===== src/rtl/lsu_pkg.sv =====
// Shared definitions for the load/store unit: access-size encodings and the
// FSM state type used by the top-level sequencer.
package lsu_pkg;

    localparam logic [1:0] LSU_SIZE_B = 2'b00;
    localparam logic [1:0] LSU_SIZE_H = 2'b01;
    localparam logic [1:0] LSU_SIZE_W = 2'b10;
    localparam logic [1:0] LSU_SIZE_X = 2'b11;

    typedef enum logic [2:0] {
        IDLE,
        RD,
        WR,
        RESP,
        ERR
    } lsu_state_t;

endpackage


===== src/rtl/lsu_align.sv =====
// Combinational lane logic for the load/store unit: extracts and extends
// sub-word load data and merges sub-word store data into an existing word.
module lsu_align
    import lsu_pkg::*;
#(
    parameter int XLEN = 32
) (
    input  logic [1:0]      size,
    input  logic [1:0]      lane,
    input  logic            is_unsigned,
    input  logic [XLEN-1:0] old_word,
    input  logic [XLEN-1:0] new_data,
    output logic [XLEN-1:0] load_data,
    output logic [XLEN-1:0] store_data
);

    logic [7:0]  byte_sel;
    logic [15:0] half_sel;

    // Select the addressed byte/half, extend it for loads, splice it in for stores
    always_comb begin
        byte_sel   = old_word[{lane, 3'b000} +: 8];
        half_sel   = old_word[{lane[1], 4'b0000} +: 16];
        load_data  = '0;
        store_data = old_word;
        case (size)
            LSU_SIZE_B: begin
                if (is_unsigned)
                    load_data = {{(XLEN-8){1'b0}}, byte_sel};
                else
                    load_data = {{(XLEN-8){byte_sel[7]}}, byte_sel};
                store_data[{lane, 3'b000} +: 8] = new_data[7:0];
            end
            LSU_SIZE_H: begin
                if (is_unsigned)
                    load_data = {{(XLEN-16){1'b0}}, half_sel};
                else
                    load_data = {{(XLEN-16){half_sel[15]}}, half_sel};
                store_data[{lane[1], 4'b0000} +: 16] = new_data[15:0];
            end
            LSU_SIZE_W: begin
                load_data  = old_word;
                store_data = new_data;
            end
            default: begin
                load_data  = '0;
                store_data = old_word;
            end
        endcase
    end

endmodule


===== src/rtl/lsu.sv =====
// Load/store unit between the execute stage and a word-wide data RAM with a
// combinational read port. Sub-word stores are done as read-modify-write.
// Optional feature macro: LSU_MISALIGN_TRAP_EN -- when defined, misaligned
// half/word accesses are rejected instead of being silently aligned.
module lsu
    import lsu_pkg::*;
#(
    parameter int ADDR_W = 12,
    parameter int XLEN   = 32
) (
    input  logic              clk,
    input  logic              rst_n,
    input  logic              req_valid,
    output logic              req_ready,
    input  logic              req_we,
    input  logic [1:0]        req_size,
    input  logic              req_unsigned,
    input  logic [31:0]       req_addr,
    input  logic [XLEN-1:0]   req_wdata,
    output logic              rsp_valid,
    output logic [XLEN-1:0]   rsp_rdata,
    output logic              rsp_err,
    output logic [ADDR_W-1:0] mem_addr,
    output logic              mem_we,
    output logic [XLEN-1:0]   mem_wdata,
    input  logic [XLEN-1:0]   mem_rdata
);

    lsu_state_t state, next_state;

    logic            accept;
    logic            addr_oor;
    logic            misalign;
    logic            req_err;
    logic [1:0]      req_lane;

    logic            we_q;
    logic [1:0]      size_q;
    logic [1:0]      lane_q;
    logic            unsigned_q;
    logic [XLEN-1:0] wdata_q;
    logic [XLEN-1:0] rdata_q;

    logic [XLEN-1:0] load_data;
    logic [XLEN-1:0] store_data;

    assign accept   = req_valid && (state == IDLE);
    assign addr_oor = |req_addr[31:ADDR_W+2];

`ifdef LSU_MISALIGN_TRAP_EN
    assign misalign = ((req_size == LSU_SIZE_H) && req_addr[0]) ||
                      ((req_size == LSU_SIZE_W) && (req_addr[1:0] != 2'b00));
`else
    assign misalign = 1'b0;
`endif

    assign req_err = (req_size == LSU_SIZE_X) || addr_oor || misalign;

    // Force the lane to natural alignment so a misaligned access touches only its own word
    always_comb begin
        req_lane = req_addr[1:0];
        if (req_size == LSU_SIZE_H)
            req_lane[0] = 1'b0;
        else if (req_size == LSU_SIZE_W)
            req_lane = 2'b00;
    end

    // State register
    always_ff @(posedge clk or negedge rst_n) begin
        if (!rst_n)
            state <= IDLE;
        else
            state <= next_state;
    end

    // Next-state and handshake/response decode
    always_comb begin
        next_state = state;
        req_ready  = 1'b0;
        rsp_valid  = 1'b0;
        rsp_err    = 1'b0;
        case (state)
            IDLE: begin
                req_ready = 1'b1;
                if (accept) begin
                    if (req_err)
                        next_state = ERR;
                    else if (!req_we || (req_size != LSU_SIZE_W))
                        next_state = RD;
                    else
                        next_state = WR;
                end
            end
            RD: begin
                next_state = we_q ? WR : RESP;
            end
            WR: begin
                next_state = RESP;
            end
            RESP: begin
                rsp_valid  = 1'b1;
                next_state = IDLE;
            end
            ERR: begin
                rsp_valid  = 1'b1;
                rsp_err    = 1'b1;
                next_state = IDLE;
            end
            default: begin
                next_state = IDLE;
            end
        endcase
    end

    lsu_align #(
        .XLEN (XLEN)
    ) u_align (
        .size        (size_q),
        .lane        (lane_q),
        .is_unsigned (unsigned_q),
        .old_word    (mem_rdata),
        .new_data    (wdata_q),
        .load_data   (load_data),
        .store_data  (store_data)
    );

    // Request capture, RAM-side registered outputs and read-data capture
    always_ff @(posedge clk or negedge rst_n) begin
        if (!rst_n) begin
            we_q       <= 1'b0;
            size_q     <= LSU_SIZE_B;
            lane_q     <= 2'b00;
            unsigned_q <= 1'b0;
            wdata_q    <= '0;
            rdata_q    <= '0;
            mem_addr   <= '0;
            mem_we     <= 1'b0;
            mem_wdata  <= '0;
        end else begin
            mem_we <= (next_state == WR);
            if (accept && !req_err) begin
                we_q       <= req_we;
                size_q     <= req_size;
                lane_q     <= req_lane;
                unsigned_q <= req_unsigned;
                wdata_q    <= req_wdata;
                mem_addr   <= req_addr[ADDR_W+1:2];
                if (req_we && (req_size == LSU_SIZE_W))
                    mem_wdata <= req_wdata;
            end
            if (state == RD) begin
                rdata_q <= load_data;
                if (we_q)
                    mem_wdata <= store_data;
            end
        end
    end

    assign rsp_rdata = ((state == RESP) && !we_q) ? rdata_q : '0;

endmodule


===== config.mk =====
export PLATFORM = sky130hd
export DESIGN_NAME = lsu
export DESIGN_NICKNAME = d
export VERILOG_FILES = /design/src/rtl/lsu_pkg.sv /design/src/rtl/lsu_align.sv /design/src/rtl/lsu.sv
export SDC_FILE = /design/constraint.sdc
export NUM_CORES = 1
export LEC_CHECK = 0
export ABC_AREA = 0
export CORE_UTILIZATION = 45
export DETAILED_ROUTE_END_ITERATION = 8
export PLACE_DENSITY_LB_ADDON = 0.2
export SLEW_MARGIN = 20
export SYNTH_ARGS = -nofsm -noshare
export SYNTH_HDL_FRONTEND = slang
export SYNTH_SLANG_ARGS = --single-unit

===== constraint.sdc =====
create_clock -name clk -period 6.8 [get_ports clk]
set_clock_uncertainty 0.15 [all_clocks]
set_input_delay 1.02 -clock clk [delete_from_list [all_inputs] [get_ports clk]]
set_output_delay 1.02 -clock clk [all_outputs]
set_load 0.03 [all_outputs]

==> metrics.txt, run 1 <==
RePlAce Congestion=0.917; initial DRC count=648; clock network power share=38.7%; Slew HR=32.1%; Synth Register Bits=118; fin cells=1,052; sequential-to-total area share from yosys stat=43.6%; leak pwr=4.10 nW; gr usage total=29.1%; Crit Path Category=flop to output pin; DP Cell Count=1,021; Finish-stage setup viols=0; Post-synth EDFFs=0; # rows=44; largest cells by area after synthesis=dfrtp_1, mux2_2, o21ai_0, nand2_1, mux2i_1; nets=964; width of the die=125 um; syn avg cell area=9.69 sq um; DP Wirelength=16,000 um; CTS tree=yes; grt total ovfl=0; # DRC=0; worst path bufs/invs=3; Routed WL=22,400 um; post-CTS setup buffers=0; pre-CTS WS=2940 ps; CTS Root Cell=clkbuf_16; Inserted Clock Buffers=17; initial antenna violation count=0; post-cts sizing count=0; Fmax=270 MHz; max-slew violations=0; die area=15,600 sq um; number of fill cells=1,204; Cell Chain, Critical Path=inv_1, nor4b_2, buf_4, and2_1, clkdlybuf4s50_1; switching portion of total power=30.4%; syn_nets=807; sw power=680 uW; WL/cell=21.3 um; core area=14,600 sq um; vias=6,401; largest net degree at the start of global routing=78; dominant synthesized flop cell=dfrtp_1; Mapped Cells=699; Tcrit/Tclk final=54.5%; critical path endpoint category=output pin; DR pass1 iterations=8; Synth top area share=43.6%; H-tree depth=4; RSZ-0062 raised after global routing=false; Cell Area, Synth=6780 sq um; min cycle time layout=3710 ps; data required time at the worst endpoint=5630 ps; post-DR vias/cell=6.08; Final Hold Viols=0; Crit path largest cell delay=680 ps; share of layout cells above drive strength 1=14.2%; Sink Count=118; CP startpoint kind=flop; first-pass GRT wire length=34,900 um; Yosys cell types=55; number of global-route vias before repair=6,412; clk_lat worst skew=420 ps; antenna-violating nets left=0; fraction of registers with async set/reset=100%; slowest CP cell=clkdlybuf4s50_1; Hold-fix buffers, CTS=0; Initial Util=46.4%; register share of total power=39.0%; critical path's top delay family=buffers and inverters; port bufs=182; CP Max Fanout=32; Area growth, synth to finish=36.5%; setup tns final=0 ps; fin worst setup slack=3090 ps; die extent in y=125 um; CP Data Arrival Time=2540 ps; post-synth top area cell=dfrtp_1; measured slew at the worst slew-check pin=1020 ps; Gate power share=22.2%; Diodes inserted=0; YS warnings=0; Max VDD drop=0.000166 V; Longest Clk Path Bufs=2; max_cap viols=0; Reg clk slew, reported paths=60 ps; Power Total=2.24 mW; Hold/Removal Path Class=flop to flop; Internal=1.56 mW; outcome=finished, final reports clean; IO Count=183; pwr/cell area=242 nW/um^2
area by class of cell:
cell class	count	area, sq um	share of cell area (%)
Timing Repair Buffer	192	1890	20.5
Sequential cell	118	2950	31.9
Clock inverter	14	138	1.49
Tap cell	184	230	2.49
Multi-Input combinational cell	518	3570	38.6
Clock buffer	17	425	4.60
Inverter	9	33.8	0.365
per-stage QoR:
step / hold WS (ps) / instance area, sq um / util, %
3_3_place_gp: 305 / 8690 / 59.5
4_1_cts: 325 / 9250 / 63.4
6_report: 324 / 9250 / 63.4
3_5_place_dp: 313 / 8690 / 59.5
2_1_floorplan: 292 / 6780 / -
5_1_grt: 351 / 9250 / 63.4
state kept, by name, summed over array words and instances (netlist names):
signal / count
unsigned_q: 1
mem_wdata: 32
rdata_q: 32
state: 3
we_q: 1
mem_we: 1
wdata_q: 32
lane_q: 2
size_q: 2
mem_addr: 12
cell usage in the layout, fill, tap and decap left out, types with 5 or more instances in the layout:
| cell | instances |
|---|---|
| and2_1 | 33 |
| inv_1 | 9 |
| nand2_1 | 67 |
| nor2_1 | 37 |
| nand3_1 | 12 |
| o21ai_0 | 63 |
| a222oi_1 | 8 |
| a21o_1 | 9 |
| a221oi_1 | 14 |
| mux2i_1 | 25 |
| dfrtp_1 | 117 |
| a211oi_1 | 23 |
| o21a_1 | 8 |
| nand2b_1 | 9 |
| clkinv_2 | 6 |
| buf_4 | 11 |
| clkbuf_16 | 17 |
| clkdlybuf4s50_1 | 181 |
| a22oi_1 | 7 |
| nor3b_1 | 5 |
| mux2_2 | 67 |
| a21oi_1 | 41 |
| nor3_1 | 12 |
| ha_1 | 5 |
| and3_1 | 5 |
| a31oi_1 | 12 |
cell usage after synthesis, types with 2 or more instances:
cell type,count
a221oi_1,14
buf_1,7
o21ai_0,63
a2111oi_4,2
nand3b_1,2
nor4_1,4
or3_1,4
nor3_1,12
clkbuf_1,28
a21o_1,9
dfrtp_1,118
a2111oi_0,4
or3b_2,3
o21a_1,8
nand3_1,12
xnor2_1,2
o21ai_1,4
and2_1,33
nor2b_1,2
mux2i_1,25
nand2b_1,9
nor3b_1,5
mux2_2,67
a22oi_1,7
and3_1,5
o31ai_1,3
a211oi_1,23
nand2_1,67
a2bb2oi_1,4
inv_1,9
buf_4,2
a21oi_1,41
ha_1,5
buf_2,16
a222oi_1,8
a31oi_1,12
nor2_1,37
o311a_1,3
a22o_1,4
tightest hold or removal path: cells and delay by family, from the launching register on:
| family | cells | cell delay, ps |
|---|---|---|
| DFF | 1 | 340 |
| AOI/OAI and AO/OA | 1 | 60 |
| and+or+nand+nor | 1 | 40 |
path summary, 6_finish.rpt:
check	from	endpoint	slack [ps]	cells past startpoint
worst max-delay path	state[0]	rsp_rdata[7]	3090	5
worst min register to register	rdata_q[16]	rdata_q[16]	320	2
worst max register to register	lane_q[1]	mem_wdata[11]	3890	7
min in group asynchronous	rst_n	rdata_q[18]	440	1
max in group asynchronous	rst_n	size_q[1]	4640	2
worst min-delay path	rdata_q[16]	rdata_q[16]	320	2
logic make-up (layout without fill, tap and decap cells):
family / count (synthesis) / count (layout) / synth area share [%]
AO/OA/AOI/OAI: 215 / 215 / 21.2
adder cells (fa/ha/maj): 5 / 5 / 0.923
multiplexers: 92 / 92 / 14.8
buffers and inverters: 63 / 232 / 4.01
XOR/XNOR: 2 / 2 / 0.259
AND/OR/NAND/NOR: 204 / 204 / 15.2
flip-flops: 118 / 118 / 43.6
power by group through the flow:
stage               sequential, mW  combinational (mW)  clock (mW)
floorplan                    0.860               0.293           0
global placement             0.878               0.485           0
detailed placement           0.887               0.501           0
CTS                          0.875               0.502       0.875
global route                 0.888               0.546       0.910
finish                       0.874               0.498       0.867
per-layer routing:
| metal | vias up | share of wire [%] | GRT usage, % |
|---|---|---|---|
| li1 | 2890 | - | - |
| met1 | 3122 | 42 | 38.6 |
| met2 | 327 | 46 | 44.1 |
| met3 | 62 | 8.8 | 8.16 |
| met4 | 0 | 3.2 | 12.9 |
| met5 | - | 0 | 0 |
Note: power is estimated with default switching activity, not from simulation.
==> inputs of run 2 (changes only) <==
--- a/config.mk
+++ b/config.mk
@@ -6,7 +6,7 @@
 export NUM_CORES = 1
 export LEC_CHECK = 0
 export ABC_AREA = 0
-export CORE_UTILIZATION = 45
+export CORE_UTILIZATION = 44
 export DETAILED_ROUTE_END_ITERATION = 8
 export PLACE_DENSITY_LB_ADDON = 0.2
 export SLEW_MARGIN = 20
==> constraint.sdc (replaced) <==
create_clock -name clk -period 3.15 [get_ports clk]
set_clock_uncertainty 0.15 [all_clocks]
set_input_delay 0.4725 -clock clk [delete_from_list [all_inputs] [get_ports clk]]
set_output_delay 0.4725 -clock clk [all_outputs]
set_load 0.03 [all_outputs]
==> run 2 against run 1 <==
Utilization rose by 0.21 points. Cell area rose by 1.5%. Combinational power rose by 120%. Global-route usage barely moved. Clock power rose by 110%. Largest cell class unchanged. Highest routed layer unchanged.
==> metrics.txt, run 2 (synthesis results as in run 1) <==
Longest Clk Path Bufs=2; IO Count=183; CP Data Arrival Time=2370 ps; Worst setup startpoint=state[0]; Diodes inserted=0; Fmax=334 MHz; WP depth=5; max-slew violations=0; grt total ovfl=0; post-DR vias/cell=6.05; # rows=44; fin worst setup slack=159 ps; pre-CTS WS=322 ps; CP startpoint kind=flop; Internal=3.36 mW; core area=14,800 sq um; Gate power share=22.9%; clock network power share=37.3%; number of fill cells=1,224; worst path bufs/invs=3; post-CTS setup buffers=0; critical path's top delay family=buffers and inverters; switching portion of total power=29.4%; number of global-route vias before repair=6,463; data required time at the worst endpoint=2530 ps; CP Max Fanout=32; biggest regs=mem_wdata (32), rdata_q (32), wdata_q (32); largest net degree at the start of global routing=53; Crit path largest cell delay=660 ps; Max VDD drop=0.000312 V; Tcrit/Tclk final=94.9%; RSZ-0062 raised after global routing=false; die area=15,900 sq um; Initial Util=45.9%; gr usage total=29.0%; Area growth, synth to finish=38.5%; CTS Root Cell=clkbuf_16; DP Wirelength=16,700 um; die extent in y=126 um; register share of total power=39.8%; reg2reg setup slack=360 ps; first-pass GRT wire length=35,200 um; pwr/cell area=507 nW/um^2; DR pass1 iterations=5; Critical R2R Capture=mem_wdata[14]; nets=982; Inserted Clock Buffers=17; sw power=1.40 mW; FF-to-FF path depth=6; share of layout cells above drive strength 1=15.2%; initial DRC count=605; commonest non-fill, non-tap cells in the layout=clkdlybuf4s50_1, dfrtp_1, nand2_1, mux2_2, o21ai_0; Reg clk slew, reported paths=50 ps; H-tree depth=4; Finish-stage setup viols=0; initial antenna violation count=0; Sink Count=118; outcome=finished, final reports clean; end of the critical path=rsp_rdata[13]; CTS tree=yes; antenna-violating nets left=0; clk_lat worst skew=420 ps; setup tns final=0 ps; slowest CP cell=clkdlybuf4s50_1; critical path endpoint category=output pin; # DRC=0; measured slew at the worst slew-check pin=975 ps; vias=6,460; max_cap viols=0; width of the die=126 um; Crit Path Category=flop to output pin; reg2reg start=lane_q[0]; Final Hold Viols=0; Cell Chain, Critical Path=inv_1, nor4b_2, buf_6, and2_1, clkdlybuf4s50_1; RePlAce Congestion=0.950; WL/cell=21.1 um; port bufs=182; Slew HR=34.5%; leak pwr=4.19 nW; min cycle time layout=2990 ps; Hold/Removal Path Class=flop to flop; commonest non-fill, non-tap cell in the layout=clkdlybuf4s50_1; Routed WL=22,500 um
[run 2: cell types whose count changed in the layout (fill, tap and decap cells not counted), moves of 2 or more]
cell	change
clkinvlp_4	-4
clkinv_2	-2
buf_12	+2
buf_4	+14
clkinv_4	-2
clkbuf_8	+3
clkbuf_1	+4
[run 2: tightest hold or removal path, cell delays in order, from the launching register on]
cell and delay, ps:
dfrtp_1 340, nand2_1 40, o21ai_0 60
[run 2: layer usage]
layer / global-route usage, % / routed length [um] / share of wire (%)
met1: 39.8 / 9730 / 43
met2: 45.1 / 10500 / 47
met3: 6.80 / 1880 / 8.3
met4: 9.99 / 433 / 1.9
met5: 0 / 0 / 0
[run 2: power by group through the flow]
stage	sequential, mW	clock (mW)	combinational [mW]
6_report	1.89	1.78	1.09
5_1_grt	1.93	1.88	1.20
4_1_cts	1.89	1.80	1.09
3_5_place_dp	1.92	0	1.09
3_3_place_gp	1.90	0	1.06
2_1_floorplan	1.86	0	0.632
[run 2: what timing repair did]
| item | CTS | global route |
|---|---|---|
| setup endpoints to repair | 0 | 32 |
| hold endpoints to repair | 50 | 0 |
| resized for setup | 0 | 2 |
| hold buffers | 1 | 0 |
[run 2: layout make-up]
type | count | area, sq um | share of cell area, %
clock inverters | 5 | 50.0 | 0.533
multi-input cells | 518 | 3570 | 38.1
repair buffers | 210 | 2060 | 22.0
clock buffers | 24 | 482 | 5.13
inverters | 9 | 33.8 | 0.360
flip-flops and latches | 118 | 2960 | 31.5
well taps | 184 | 230 | 2.45
[run 2: how the worst min path moves through the flow]
stage,startpoint,end,slack (ps),cells after the start
5_1_grt,rdata_q[29],rdata_q[29],350,2
2_1_floorplan,rst_n,lane_q[0],30,0
3_5_place_dp,rdata_q[29],rdata_q[29],320,2
3_3_place_gp,rdata_q[19],rdata_q[19],300,2
6_report,rdata_q[10],rdata_q[10],320,2
4_1_cts,rdata_q[29],rdata_q[29],330,2
[run 2: through the flow]
step                      util (%)  cells  hold WS, ps  power [mW]  cell area (sq um)
after floorplan                  -    699         26.9        2.49               6780
after global routing          63.6   1068          349        5.01               9390
after global placement        59.9   1038          303        2.96               8840
after CTS                     63.6   1068          328        4.78               9380
after detailed placement      59.9   1038          316        3.01               8840
final                         63.6   1068          325        4.76               9390
==> patch: new RTL, flow settings as in run 2 <==
The option `LSU_MISALIGN_TRAP_EN` is turned on by a define.
--- a/src/rtl/lsu.sv
+++ b/src/rtl/lsu.sv
@@ -2,6 +2,8 @@
 // combinational read port. Sub-word stores are done as read-modify-write.
 // Optional feature macro: LSU_MISALIGN_TRAP_EN -- when defined, misaligned
 // half/word accesses are rejected instead of being silently aligned.
+`define LSU_MISALIGN_TRAP_EN
+
 module lsu
     import lsu_pkg::*;
 #(
Check against the original RTL: not equivalent (a bounded check fails within 4 cycles, from zero or initial values and one cycle with rst_n low).
==> patch against run 2 <==
Final area is 1.5% higher. Routed wire length is 1.4% lower. Total power is 4.2% higher. Core utilization is 1.4 points lower. Fmax is 1.1% higher. Setup slack better by 0.033 ns. Sequential cell count stayed put. Area after synthesis is 2.4% higher. Critical endpoint is now rsp_rdata[31]. Largest power group is now the clock network. Highest routed layer unchanged.
==> patch: results (changes against run 2) <==
Parameter                              Value

Outcome
  Outcome    complete, no violations

Synth
  Leading cell types by total area after synthesis    dfrtp_1 43%, nand2_1 9.7%, mux2_2 5.0%, a21oi_1 4.4%, mux2i_1 3.5%
  Main flop type after synthesis    dfrtp_1
  Most frequent cells after synthesis    179 x nand2_1, 118 x dfrtp_1, 61 x a21oi_1
  Number of library cell types mapped by synthesis    62 (+13%)
  Async set or reset register ratio after synthesis    100% (unchanged)
  Total nets after synthesis    868 (+7.6%)
  Sequential fraction of the synthesis area    42.6% (-1.0 points)
  Yosys Warn Count    0 (unchanged)
  Mean instance size in the synthesized netlist    9.13 um2 (-5.8%)

Global route
  Maximum number of pins on one net before global-route repair    61 (+15%)
  Via count of the first global-routing pass    6228 (-3.6%)
  Overflow after GRT    0 (unchanged)
  Overall Global Routing Usage    27.9% (-1.1 points)
  First-pass GRT wire length    34.4 mm (-2.2%)

Clock network
  Latest clock arrival within the worst-skew pair    0.42 ns (about the same)
  TritonCTS buffer count    17 (unchanged)
  Post-CTS sizing    0 (unchanged)
  Maximum buffer depth of the clock tree    2 (unchanged)
  CTS Hold Buffers Added    1 (unchanged)
  CTS root buffer    clkbuf_16
  Clock Pin Slew Worst Setup and Hold Paths    0.05 ns (about the same)
  Setup Fix Bufs, Post-CTS    0 (unchanged)

Placement
  Placed cell areas    8870 um2 (+0.40%)
  DP Wirelength    16.0 mm (-4.2%)
  DP Cell Count    1120 (+7.9%)
  Placer congestion estimate    0.910 (-4.2%)
  Post-place setup slack    0.292 ns (-0.0294 ns)
  Number of I/O port buffers    182 (unchanged)

Setup path
  Family with the most delay on the worst path    buffers and inverters
  Maximum fanout encountered on the critical timing path    32 (unchanged)
  Endpoint arrival time on the critical path    2.33 ns (-0.04 ns)
  Crit path largest cell delay    0.66 ns (about the same)

Routing
  Overall via count from detail_route    6562 (+1.6%)
  Top layer in use    met4
  Met3 WL    2.04 mm (+8.6%)
  Per-cell via count in the routed design    5.69 (-5.9%)
  Average routed wire per standard cell    19.3 um (-8.7%)
  Number of iterations in the first detailed-routing pass    5 (unchanged)
  Met2 wirelength from detailed routing    10.3 mm (-2.0%)
  Routed metal-1 wirelength    9.28 mm (-4.6%)
  DRC violation total after the first TritonRoute iteration    707 (+17%)

Cells and area
  Diode count    0 (unchanged)
  Final net count    1037 (+5.6%)
  Leading registers by flop count    mem_wdata: 32 flops, rdata_q: 32 flops, wdata_q: 32 flops
  Share of post-route cells with drive strength above 1    13.8% (-1.4 points)

Timing
  Worst-case headroom to the max-slew limit    22.4% (-12 points)
  Least setup slack across all paths after layout    0.193 ns (+0.0334 ns)

Pwr
  Highest ir drop seen on vdd    0.412 mV (+32%)
  Static power due to leakage    4.06 nW (-3.1%)

Min path
  Type of the tightest min-delay check    reg -> reg
[patch: routing by layer]
layer	track usage [%]	vias up
met5	0	-
met4	11.1	0
li1	-	3061
met3	7.37	45
met2	43.5	334
met1	37.1	3122
[patch: cells by family after synthesis]
| logic type | count (synthesis) | share of synthesized area, % |
|---|---|---|
| AOI/OAI and AO/OA | 196 | 19.8 |
| xor gates and xnor gates | 1 | 0.126 |
| adders and majority gates | 5 | 0.902 |
| buffers and inverters | 67 | 5.50 |
| DFF | 118 | 42.6 |
| muxes | 58 | 9.36 |
| and+or+nand+nor | 315 | 21.8 |
[patch: worst paths after layout]
kind	depth (start not counted)	slack [ns]	start	end
hold / removal	2	0.31	mem_addr[8]$_DFFE_PN0N_	mem_addr[8]$_DFFE_PN0N_
max in group asynchronous	3	1.70	rst_n	mem_wdata[27]$_DFF_PN0_
hold reg to reg	2	0.31	mem_addr[8]$_DFFE_PN0N_	mem_addr[8]$_DFFE_PN0N_
setup / recovery	4	0.19	state[2]$_DFF_PN0_	rsp_rdata[31]
min in group asynchronous	2	0.43	rst_n	rdata_q[5]$_DFFE_PN0N_
setup reg to reg	7	0.43	lane_q[1]$_DFFE_PN0N_	mem_wdata[19]$_DFF_PN0_
[patch: cell type report]
type	instances	area, um2
repair buffers	207	2000
clock buffers	25	495
well taps	211	264
multi-input cells	575	3620
inverters	10	37.5
fillers	1355	5790
flip-flops and latches	118	2950
clock inverters	7	141
[patch: worst reg2reg max path: cells and delay by family, from the launching register on]
kind	cells	cell delay, ns
simple gates	2	0.25
fa+ha+maj	1	0.35
compound gates	3	1.14
flops	1	0.53
buf+inv	1	0.18
[patch: power by group]
part,switching [W],internal (W)
clock,0.000675,0.00141
combinational,0.000560,0.000448
sequential,0.000129,0.00174
